<file path="config.mk">
export PLATFORM = sky130hd
export DESIGN_NAME = fifo_write_arbiter
export DESIGN_NICKNAME = d
export VERILOG_FILES = /design/src/rtl/fifo_write_arbiter.sv
export SDC_FILE = /design/constraint.sdc
export NUM_CORES = 1
export LEC_CHECK = 0
export BUFFER_PORTS_ARGS = -buffer_cell sky130_fd_sc_hd__buf_4
export CORE_UTILIZATION = 44
export DETAILED_ROUTE_END_ITERATION = 10
export GPL_ROUTABILITY_DRIVEN = 0
export PLACE_DENSITY = 0.8
export SYNTH_ARGS = -nofsm -noshare
export SYNTH_HDL_FRONTEND = slang
export SYNTH_SLANG_ARGS = --single-unit
</file>
<file path="constraint.sdc">
create_clock -name w_clk -period 2.7 [get_ports w_clk]
set_input_delay 0.135 -clock w_clk [delete_from_list [all_inputs] [get_ports w_clk]]
set_output_delay 0.135 -clock w_clk [all_outputs]
set_load 0.05 [all_outputs]
</file>
<file path="src/rtl/fifo_write_arbiter.sv">
// Round-robin arbiter granting four requesters burst access to a single FIFO write port.
// Beats are handshaken combinationally; a one-cycle idle bubble separates consecutive grants.
module fifo_write_arbiter #(
    parameter int DATA_WIDTH = 8,
    parameter int MAX_BURST  = 4
) (
    input  logic                    w_clk,
    input  logic                    w_rst,
    input  logic [3:0]              req,
    input  logic [3:0]              last,
    input  logic [4*DATA_WIDTH-1:0] data,
    input  logic                    w_full,
    output logic [3:0]              ack,
    output logic                    w_en,
    output logic [DATA_WIDTH-1:0]   w_data,
    output logic [3:0]              grant
);

    typedef enum logic {
        IDLE,
        BURST
    } state_t;

    state_t     state;
    logic [1:0] owner;
    logic [1:0] last_owner;
    logic [3:0] beat_cnt;

    logic [1:0] pick;
    logic [1:0] cand;
    logic       pick_valid;
    logic       beat_ok;
    logic       burst_done;
    logic [3:0] beat_next;

    logic [DATA_WIDTH-1:0] slices [4];

    for (genvar i = 0; i < 4; i++) begin : g_slice
        assign slices[i] = data[i*DATA_WIDTH +: DATA_WIDTH];
    end

    // Search downward so the candidate closest after last_owner is the one left standing.
    always_comb begin
        pick       = '0;
        cand       = '0;
        pick_valid = 1'b0;
        for (int k = 4; k >= 1; k--) begin
            cand = last_owner + 2'(k);
            if (req[cand]) begin
                pick       = cand;
                pick_valid = 1'b1;
            end
        end
    end

    always_comb begin
        beat_ok    = (state == BURST) && req[owner] && !w_full && !w_rst;
        beat_next  = beat_cnt + 4'd1;
        burst_done = last[owner] || (beat_next == 4'(MAX_BURST));
        w_en       = beat_ok;
        ack        = beat_ok ? (4'b0001 << owner) : 4'b0000;
        w_data     = (state == BURST) ? slices[owner] : '0;
    end

    // Burst ends on end-of-packet, on reaching MAX_BURST, or when the owner withdraws.
    always_ff @(posedge w_clk) begin
        if (w_rst) begin
            state      <= IDLE;
            grant      <= 4'b0000;
            owner      <= 2'd0;
            beat_cnt   <= 4'd0;
            last_owner <= 2'd3;
        end else begin
            case (state)
                IDLE: begin
                    if (pick_valid) begin
                        state    <= BURST;
                        owner    <= pick;
                        grant    <= 4'b0001 << pick;
                        beat_cnt <= 4'd0;
                    end
                end
                BURST: begin
                    if (!req[owner]) begin
                        state      <= IDLE;
                        grant      <= 4'b0000;
                        last_owner <= owner;
                    end else if (beat_ok) begin
                        beat_cnt <= beat_next;
                        if (burst_done) begin
                            state      <= IDLE;
                            grant      <= 4'b0000;
                            last_owner <= owner;
                        end
                    end
                end
                default: state <= IDLE;
            endcase
        end
    end

endmodule

</file>
Word level (Yosys, flattened, before mapping)
Index checks and enable logic that the tools add are counted.
Widths: inputs -> output; s select.
- add/sub/neg operators: 4
- $lt $le $gt $ge: 6
- eq/ne operators: 8
- shifts and indexed selects: 2
- mux-type cells: 42
- bitwise operators: 2
- reductions and logical operators: 10
- operator list (kind ; count):
    $mux 4 ; 8
    $mux 8 ; 3
    $bmux 8 s2 ; 1
    $pmux 4 s2 ; 2
    $lt 2x3->1 const B ; 5
    $mux 1 ; 14
    $mux 2 ; 7
    $bmux 1 s2 ; 6
    $reduce_and 3->1 ; 3
    $ne 2x2->1 const B ; 4
    $shl 1x2->4 const A ; 2
    $ne 3x3->1 const B ; 2
    $add 2x2->2 const B ; 2
    $add 4x1->4 const B ; 1
    $eq 4x3->1 const B ; 1
    $ge 3x3->1 const B ; 1
    $logic_and 1x1->1 ; 3
    $not 2->3 ; 1
    $add 2x1->2 const B ; 1
    $logic_not 1->1 ; 2
    $ne 2x1->1 const B ; 1
    $pmux 1 s2 ; 1
    $reduce_and 2->1 ; 1
    $logic_or 1x1->1 ; 1
    $not 1->1 ; 1
- flip-flop bits (word level): 13
- input port bits: 43
- output and inout port bits: 17
- word-level logic and storage cells: 79

Depth between registers and ports, before layout
Gate-level depths: netlist (run 1).
- word-level depth: 9
- depth in mapped cells: 6
- gate-level depth less buffers: 5

Worst setup path after synthesis (run 1)
No wires, ideal clock.
- path kind: flip-flop to output port
- from: reg owner[0]
- to: out ack[1]
- data arrival time: 2.147 ns
- required time: 2.565 ns
- slack: 0.418 ns
- cell stages (with the launch flop): 7
- path buffers: 1
- cells stage by stage: dfxtp_1 buf_6 mux4_2 nand3_1 inv_1 nand2_1 nor2_1
- cells in the longest elaborated chain, start to end: 6
- elaborated cells on any way between the ends: 7
- classes of those cells: shift: 1; mux: 3; reduce/logical: 3
- ends and longest elaborated chain (element ; RTL line ; RTL):
    start: declaration ; 25 ; logic [1:0] owner;
    start signal: assignment ; 78 ; owner <= pick;
    $bmux 1 s2 ; 57 ; beat_ok = (state == BURST) && req[owner] && !w_full && !w_rst;
    $mux 1 (implied by the code) ; 57 ;
    $logic_and 1x1->1 (3 in a row) ; 57 ;
    via w_en ; 14 ; output logic w_en,
    $mux 4 ; 61 ; ack = beat_ok ? (4'b0001 << owner) : 4'b0000;
    end: declaration ; 13 ; output logic [3:0] ack,
The timed path passes the listed nets, and every way through them passes these cells. The select of a mux whose other input is x is not followed.

Worst setup path after layout (run 1)
- from: reg owner[0]
- to: out ack[3]
- cells in the longest elaborated chain, start to end: 6
- elaborated cells on any way between the ends: 7
- classes of those cells: shift: 1; mux: 3; reduce/logical: 3
- ends and longest elaborated chain (element ; RTL line):
    $bmux 1 s2 ; 57
    $mux 1 (implied by the code) ; 57
    $logic_and 1x1->1 (3 in a row) ; 57
    $mux 4 (*) ; 61
Every way passes the cells marked *; elsewhere a longest branch is shown, timed or not. The select of a mux whose other input is x is not followed.

==> results of run 1 <==
-- worst max-delay path: cells and delay by family, from the launching register on --
| family | cells | cell delay [ns] |
|---|---|---|
| muxes | 1 | 0.57 |
| and+or+nand+nor | 2 | 0.48 |
| buffers and inverters | 2 | 0.36 |
| DFF | 1 | 0.40 |
-- flip-flops by register name, indices dropped and copies added (netlist names) --
signal,cells
last_owner,2
state,1
beat_cnt,4
grant,4
owner,2
-- report_power, final --
group	switching, µW	internal (µW)	total, µW
sequential	20.1	208	228
clock	64.8	57.4	122
combinational	170	153	323
total	255	419	674
-- final timing paths --
| path | startpoint | end | slack [ns] | cells past startpoint |
|---|---|---|---|---|
| max reg2reg | owner[0]$_SDFFE_PP0P_ | state$_SDFF_PP0_ | 0.78 | 5 |
| min reg2reg | grant[3]$_SDFFE_PP0P_ | grant[3]$_SDFFE_PP0P_ | 0.51 | 2 |
| min | w_rst | owner[0]$_SDFFE_PP0P_ | 0.14 | 2 |
| max | owner[0]$_SDFFE_PP0P_ | ack[3] | 0.46 | 5 |
-- stage by stage --
stage,hold WS (ns),area [µm²],std cells
2_1_floorplan,0.3318,1066,109
3_3_place_gp,0.4210,1524,191
3_5_place_dp,0.4334,1524,191
4_1_cts,0.1385,1550,195
5_1_grt,0.1378,1550,195
6_report,0.1352,1550,195
-- cells by family (layout without fill, tap and decap cells) --
| family | count (synthesis) | count (layout) |
|---|---|---|
| DFF | 13 | 13 |
| buffers and inverters | 10 | 68 |
| AOI/OAI and AO/OA | 23 | 23 |
| and+or+nand+nor | 47 | 47 |
| muxes | 14 | 14 |
| adders and majority gates | 2 | 2 |
-- metal layers --
layer / vias up / global-route usage [%] / wire (µm)
met3: 7 / 4.762 / 289
met5: - / 0 / 0
li1: 532 / - / -
met2: 50 / 42.76 / 1402
met4: 0 / 10.36 / 68
met1: 509 / 26.63 / 1201
-- final cells by class --
type	instances	area share, %
multi-input combinational	86	48.99
timing repair buffer	61	29.54
sequential	13	16.79
tap	28	2.260
clock buffer	4	1.695
inverter	3	0.7264
-- placed cells by master, fill, tap and decap left out, drive strengths merged --
cell	n
ha	2
a21oi	4
nand3b	5
a211oi	4
o21ba	1
a31oi	2
nor2b	1
and3b	1
o41a	1
a21boi	2
or2	1
nand3	4
nor3	1
and3	1
nor2	12
o32ai	4
mux2	1
o21ai	2
inv	3
clkbuf	4
nor4	1
nand2	6
o21bai	1
o22ai	1
a21o	1
mux2i	3
nand2b	3
buf	61
and2	9
dfxtp	13
mux4	10
nand4b	1
or3	1
==> flow_summary.toml, run 1 <==
[logic_synthesis]
synthTopCellsByArea = "dfxtp_1, mux4_1, mux4_2"
synth-seq-area-share_pct = 24.41
yosys.area_share.simple_pct = 24.53
synth-adder-area-share_pct = 2.347
synth_common_cells = "dfxtp_1, nor2_1, and2_1, nand2_1"
yosys.area.top_type_share_pct = 24.41
synth_compound_area_share_pct = 17.61
synth_top_family_by_area = "multiplexers"
syn-num-nets = 154
synth_seq_cells = 13
synth.area.mux_share_pct = 26.76
avgSynthCellArea_um2 = 9.780
yosysTopAreaCell = "dfxtp_1"
synth_ff_type = "dfxtp_1"
synth-xor-area-share_pct = 0
synth_cell_types = 36
async_flop_share_pct = 0
yosysMostFrequentCell = "dfxtp_1"
ys_warn_count = 0
synth-edff-count = 0
syn_area_um2 = 1066
syn_inst = 109

[finish]
multiInputGateArea_um2 = 759.5
fillCellCount = 180
antennaDiodeCount = 0
seq_area_um2 = 260.3
layout.nets = 213
area_growth_pct = 45.42
final_core_util_pct = 68.76
drive_gt1_share_pct = 44.91

[floorplan]
dieWidth_um = 51.22
ios = 60
start_util_pct = 47.28
dieArea_um2 = 2623
coreArea_um2 = 2255
num_rows = 17
fp.dieH_um = 51.22

[cts]
htreeDepth = 1
cts_hold_buf = 0
cts_tree = "done"
cts_sinks = 13
clock_path_buffers = 2
post_cts_buffers = 0
cts_resized = 0
clock-root-buffer = "clkbuf_4"
clk_latency_ns = 0.28
clk_pin_slew_ns = 0.08
cts_inserted_buffers = 3

[worst_setup_path]
arrival_ns = 2.10
worstSetupPathType = "reg -> out"
critPathMaxStageDelay_ns = 0.57
worst_setup_path_end_kind = "output port"
startpoint_type = "flip-flop"
critPathRequiredTime_ns = 2.57
worstPathMaxFanout = 7
cpMaxStageDelayCell = "mux4_2"
worstPathCellList = "mux4_2 > nand3_1 > inv_1 > and3_1 > buf_4"

[place]
dpl_worst_slack_ns = 0.7796
io_buffer_count = 59
dp_hpwl_um = 2394

[routing]
vias = 1098
dr.pass1.iters = 4
post_drt_via_cell_ratio = 5.631
postRouteAntennaNets = 0
postRouteWirelength_um = 2963
wl_per_cell_um = 15.19
drtIter0Drc = 19
drc = 0

[timing]
finalClockSkew_ns = 0.005203
setup_ws_ns = 0.4618
hold_viol_final = 0
fin_crit_sh_pct = 82.90
maxSlewHeadroom_pct = 62.78
max_freq_ghz = 0.4468
final_max_slew_viol_count = 0
setup_tns_ns = 0
finalSetupViolCount = 0
rsz0062_at_grt = "no"
tightest_slew_ns = 0.5532
post-route-min-period_ns = 2.238

[global_routing]
grt_pass1_vias = 1055
overflow = 0
grt_max_degree = 18
grt.total_usage_pct = 23.67
grt_antenna_before_repair = 0
grt_first_pass_wirelength_um = 4602

[flow_run]
cap_viol_max_count = 0

[power_and_ir_drop]
power_uw = 673.7
ir_worst_vdd_mv = 0.4520
leakagePower_uw = 0.0006939
power_density_nw_per_um2 = 434.6

[run_status]
status = "complete, no violations"

[worst_hold_path]
hp-class = "in -> reg"
Power figures use the tool's default switching activity.
==> run 2: changes to the inputs <==
ABC_AREA = 1   (was not set)
CORE_UTILIZATION = 41   (was 44)
PLACE_DENSITY = 0.76   (was 0.8)
clock period = 2 ns   (was 2.7 ns; I/O delays follow)
==> run 2 against run 1 <==
Against the previous run: first-iteration DRC count rose by 150%; global-route usage shrank 3.6 points; wire length increased by 8.0%; non-clock buffer count unchanged; design area increased by 6.3%; count of clock-buffer cells in the layout unchanged; clock power grew 28%; critical path type unchanged; highest routed layer unchanged.
==> flow_summary.toml, run 2 <==
[timing]
hold_viol_final = 0
fin_crit_sh_pct = 92.71
post-route-min-period_ns = 1.854
finalClockSkew_ns = 0.002478
finalSetupViolCount = 0
max_freq_ghz = 0.5393
setup_tns_ns = 0
tightest_slew_ns = 0.3223
maxSlewHeadroom_pct = 78.35
rsz0062_at_grt = "no"
final_max_slew_viol_count = 0

[finish]
antennaDiodeCount = 0
fillCellCount = 262
design_area_um2 = 1648
layout.nets = 298
final_core_util_pct = 64.18
seq_area_um2 = 262.8
top_regs = "beat_cnt: 4 flops, grant: 4 flops"
area_growth_pct = 42.22
final_common_cell = "nand2_1"
drive_gt1_share_pct = 32.14
multiInputGateArea_um2 = 763.2
final_cell_mix = "nand2_1, buf_4, nand3_1, inv_1, dfxtp_1"
fin_cells = 282

[worst_hold_path]
hp-class = "in -> reg"

[place]
io_buffer_count = 59
placed_cell_area_um2 = 1617
placed_cells = 278
dp_hpwl_um = 2541

[floorplan]
num_rows = 18
ios = 60
coreArea_um2 = 2567
dieWidth_um = 55.16
fp.dieH_um = 55.16
start_util_pct = 45.13
dieArea_um2 = 3043

[worst_setup_path]
critPathRequiredTime_ns = 1.90
worstPathCellList = "buf_4 > nor2_8 > nand2_2 > nand4_2 > nand2_2 > nor3_1 > buf_4"
path_delay_family = "simple AND/OR/NAND/NOR gates"
worstSetupPathType = "reg -> out"
cpMaxStageDelayCell = "dfxtp_2"
crit_buf_inv = 2
worst_setup_path_end_kind = "output port"
worstPathMaxFanout = 10
critPathMaxStageDelay_ns = 0.38
startpoint_type = "flip-flop"
arrival_ns = 1.75

[logic_synthesis]
syn_inst = 193
synth-seq-area-share_pct = 22.46
avgSynthCellArea_um2 = 6.003
yosys.area.top_type_share_pct = 22.46
synth-edff-count = 0
synth_common_cells = "nand2_1, nand3_1, inv_1, dfxtp_1, a21oi_1"
yosysTopAreaCell = "dfxtp_1"
synthTopCellsByArea = "dfxtp_1, nand2_1, nand3_1"
synth_seq_cells = 13
yosysMostFrequentCell = "nand2_1"
ys_warn_count = 0
syn-num-nets = 238
synth_ff_type = "dfxtp_1"
async_flop_share_pct = 0
syn_area_um2 = 1159
synth_cell_types = 25

[cts]
clk_latency_ns = 0.26
clk_pin_slew_ns = 0.08
clock-root-buffer = "clkbuf_4"
htreeDepth = 1
cts_inserted_buffers = 3
post_cts_buffers = 0
cts_resized = 0
cts_hold_buf = 0
cts_sinks = 13
clock_path_buffers = 2
cts_tree = "done"

[power_and_ir_drop]
leakagePower_uw = 0.0008618
ir_worst_vdd_mv = 1.025
power_density_nw_per_um2 = 1503

[routing]
dr.pass1.iters = 4
postRouteAntennaNets = 0
drtIter0Drc = 47
post_drt_via_cell_ratio = 5.195
wl_per_cell_um = 11.34
vias = 1465
postRouteWirelength_um = 3199
drc = 0

[run_status]
status = "complete, no violations"

[global_routing]
grt_max_degree = 16
overflow = 0
grt_pass1_vias = 1083
grt_first_pass_wirelength_um = 4554
grt_antenna_before_repair = 0
grt.total_usage_pct = 20.07

[flow_run]
cap_viol_max_count = 0
[run 2: cell count changes in the layout (fill, tap and decap cells not counted), sizes merged, moves of 6 or more]
cell and change:
nand2 +63, a31oi +6, inv +23, and2 -9
a22oi +8, nand3 +25, mux4 -10
[run 2: cells by family (layout without fill, tap and decap cells)]
kind of cell             count (synthesis)  in the layout  share of synthesized area [%]
flip-flops                              13             13                          22.46
AND/OR/NAND/NOR                        113            113                          46.11
buffers and inverters                   32             91                          11.66
AO/OA/AOI/OAI                           33             33                          17.60
adder cells (fa/ha/maj)                  2              2                          2.159
[run 2: cell type report]
cell class | count | area share [%]
Multi-Input combinational cell | 148 | 46.32
Sequential cell | 13 | 15.95
Timing Repair Buffer | 61 | 27.79
Tap cell | 30 | 2.278
Clock buffer | 4 | 1.595
Inverter | 26 | 6.074
[run 2: worst paths after layout]
| check | start | cells after the start | endpoint | slack, ns |
|---|---|---|---|---|
| worst max-delay path | owner[1]$_SDFFE_PP0P_ | 7 | ack[0] | 0.15 |
| worst min-delay path | w_rst | 2 | beat_cnt[1]$_SDFFE_PP0P_ | 0.07 |
| worst max register to register | last_owner[0]$_SDFFE_PP1P_ | 8 | grant[2]$_SDFFE_PP0P_ | 0.35 |
| worst min register to register | grant[3]$_SDFFE_PP0P_ | 2 | grant[3]$_SDFFE_PP0P_ | 0.49 |
[run 2: per-stage QoR]
step           worst slack, ns  hold slack [ns]  power [µW]
3_3_place_gp            0.3540           0.3483        2301
6_report                0.1459          0.07305        2477
3_5_place_dp            0.3179           0.3542        2312
4_1_cts                0.02710          0.07023        2473
5_1_grt               0.008211          0.06513        2691
2_1_floorplan          -0.1285           0.4052        1884
[run 2: routing by layer]
layer | wire length, µm | vias to the layer above | share of wire [%] | GRT usage, %
met5 | 0 | - | 0 | 0
met4 | 18 | 0 | 0.56 | 2.500
met3 | 404 | 2 | 13 | 4.098
met2 | 1385 | 57 | 43 | 34.74
met1 | 1390 | 642 | 43 | 26.14
li1 | - | 764 | - | -
[run 2: worst register-to-register path, cell delays in order (launching register included)]
cell and delay, ns:
dfxtp_1 0.52, inv_2 0.13, nand2_1 0.10, nand2_1 0.06
o21ai_0 0.17, nand2_1 0.09, a21boi_0 0.27, nand3_1 0.12
a21oi_1 0.13
[run 2: where the power goes]
part / switching (µW) / internal [µW] / total (µW)
Clock: 79.2 / 76.9 / 156
Sequential: 119 / 352 / 471
Combinational: 1250 / 604 / 1850
Total: 1440 / 1030 / 2480
==> run 3: changes to the inputs <==
CORE_UTILIZATION = 44   (was 41)
PLACE_DENSITY = 0.78   (was 0.76)
RECOVER_POWER = 50   (was not set)
clock period = 1.95 ns   (was 2 ns; I/O delays follow)
==> run 3 against run 2 <==
Against the previous run: clock power up 11%; power down 0.35%; worst setup slack worse by 0.0083 ns; critical path type unchanged; highest routed layer unchanged.
==> flow_summary.toml, run 3 (synthesis gave the netlist of run 2 again) <==
[timing]
final_max_slew_viol_count = 0
tightest_slew_ns = 0.5887
setup_ws_ns = 0.1376
hold_viol_final = 0
setup_tns_ns = 0
maxSlewHeadroom_pct = 60.92
fin_crit_sh_pct = 92.95
post-route-min-period_ns = 1.812
finalSetupViolCount = 0
max_freq_ghz = 0.5517
rsz0062_at_grt = "no"
finalClockSkew_ns = 0.004048

[worst_setup_path]
critPathRequiredTime_ns = 1.85
crit_buf_inv = 2
worst_setup_path_end_kind = "output port"
worstPathCellList = "buf_4 > nor2_8 > nand2_2 > nand4_2 > nand2_4 > nor3_1 > buf_4"
rrSetupSlack_ns = 0.18
r2r_cells = 9
startpoint_type = "flip-flop"
arrival_ns = 1.71
r2r_start = "last_owner[0]$_SDFFE_PP1P_"
worstSetupPathType = "reg -> out"
cpMaxStageDelayCell = "dfxtp_4"
path_delay_family = "simple AND/OR/NAND/NOR gates"
rr_endpoint = "owner[1]$_SDFFE_PP0P_"
worstPathMaxFanout = 10
crit_path_frequent_cell = "buf_4"
critPathMaxStageDelay_ns = 0.39

[global_routing]
grt_first_pass_wirelength_um = 4830
grt.total_usage_pct = 22.98
grt_pass1_vias = 1176
overflow = 0
grt_max_degree = 16
grt_antenna_before_repair = 0

[routing]
dr.pass1.iters = 6
drc = 0
postRouteWirelength_um = 3304
post_drt_via_cell_ratio = 5.085
vias = 1439
drtIter0Drc = 17
postRouteAntennaNets = 0
wl_per_cell_um = 11.67

[finish]
layout.nets = 299
final_common_cell = "nand2_1"
multiInputGateArea_um2 = 748.2
final_cell_mix = "nand2_1, buf_4, nand3_1, inv_1, dfxtp_1"
drive_gt1_share_pct = 28.85
seq_area_um2 = 265.3
top_regs = "beat_cnt: 4 flops, grant: 4 flops"
area_growth_pct = 39.63
antennaDiodeCount = 0
fillCellCount = 278

[floorplan]
num_rows = 18
ios = 60
dieArea_um2 = 2842
start_util_pct = 46.77
fp.dieH_um = 53.32
coreArea_um2 = 2477
dieWidth_um = 53.32

[cts]
cts_tree = "done"
clk_latency_ns = 0.28
post_cts_buffers = 0
clock-root-buffer = "clkbuf_4"
cts_hold_buf = 0
cts_sinks = 13
clock_path_buffers = 2
htreeDepth = 1
clk_pin_slew_ns = 0.08
cts_inserted_buffers = 3

[power_and_ir_drop]
ir_worst_vdd_mv = 1.273
leakagePower_uw = 0.0008551
power_density_nw_per_um2 = 1526

[place]
dp_hpwl_um = 2593
io_buffer_count = 59
dpl_worst_slack_ns = 0.2343

[run_status]
status = "complete, no violations"

[worst_hold_path]
hold-path-endpoint = "beat_cnt[3]$_SDFFE_PP0P_"
hp-class = "in -> reg"
min_from = "w_rst"
min_delay_path_depth = 2

[flow_run]
cap_viol_max_count = 0
==> run 3: worst max-delay path by stage <==
stage | from | endpoint | slack [ns] | cells after the start
floorplan | owner[1]$_SDFFE_PP0P_ | ack[0] | -0.18 | 7
global placement | owner[1]$_SDFFE_PP0P_ | ack[0] | 0.27 | 6
detailed placement | owner[1]$_SDFFE_PP0P_ | ack[0] | 0.23 | 6
CTS | owner[0]$_SDFFE_PP0P_ | ack[0] | 0.03 | 7
global route | last_owner[0]$_SDFFE_PP1P_ | beat_cnt[2]$_SDFFE_PP0P_ | 0.02 | 10
finish | owner[1]$_SDFFE_PP0P_ | ack[1] | 0.14 | 7
==> run 3: cell type report <==
class,instances,area share [%]
Tap cell,30,2.320
Timing Repair Buffer,62,27.07
Sequential cell,13,16.40
Multi-Input combinational cell,148,46.25
Clock buffer,4,1.624
Inverter,26,6.342
==> run 3: report_power, final <==
part / total, µW / internal (µW) / switching [µW]
Clock: 173 / 79.5 / 93.1
Sequential: 487 / 366 / 121
Combinational: 1810 / 554 / 1260
Total: 2470 / 999 / 1470
==> run 3: timing repair <==
action	4_1_cts	5_1_grt
setup endpoints to repair	2	5
gates resized for setup	2	5
cloned	0	0
==> run 3: through the flow <==
step	total power (µW)	cells	utilization (%)	area [µm²]	hold WS (ns)
global route	2675	283	65.30	1618	0.06348
floorplan	1932	193	-	1159	0.4027
global placement	2361	279	65.56	1624	0.3553
detailed placement	2378	279	65.56	1624	0.3532
CTS	2562	283	66.77	1654	0.05224
finish	2469	283	65.30	1618	0.05418
==> run 3: routing by layer <==
layer / track usage [%] / up-vias / share of wire, %
li1: - / 764 / -
met1: 27.47 / 618 / 44
met2: 40.21 / 52 / 45
met3: 5.172 / 5 / 10
met4: 6.579 / 0 / 0.94
met5: 0 / - / 0
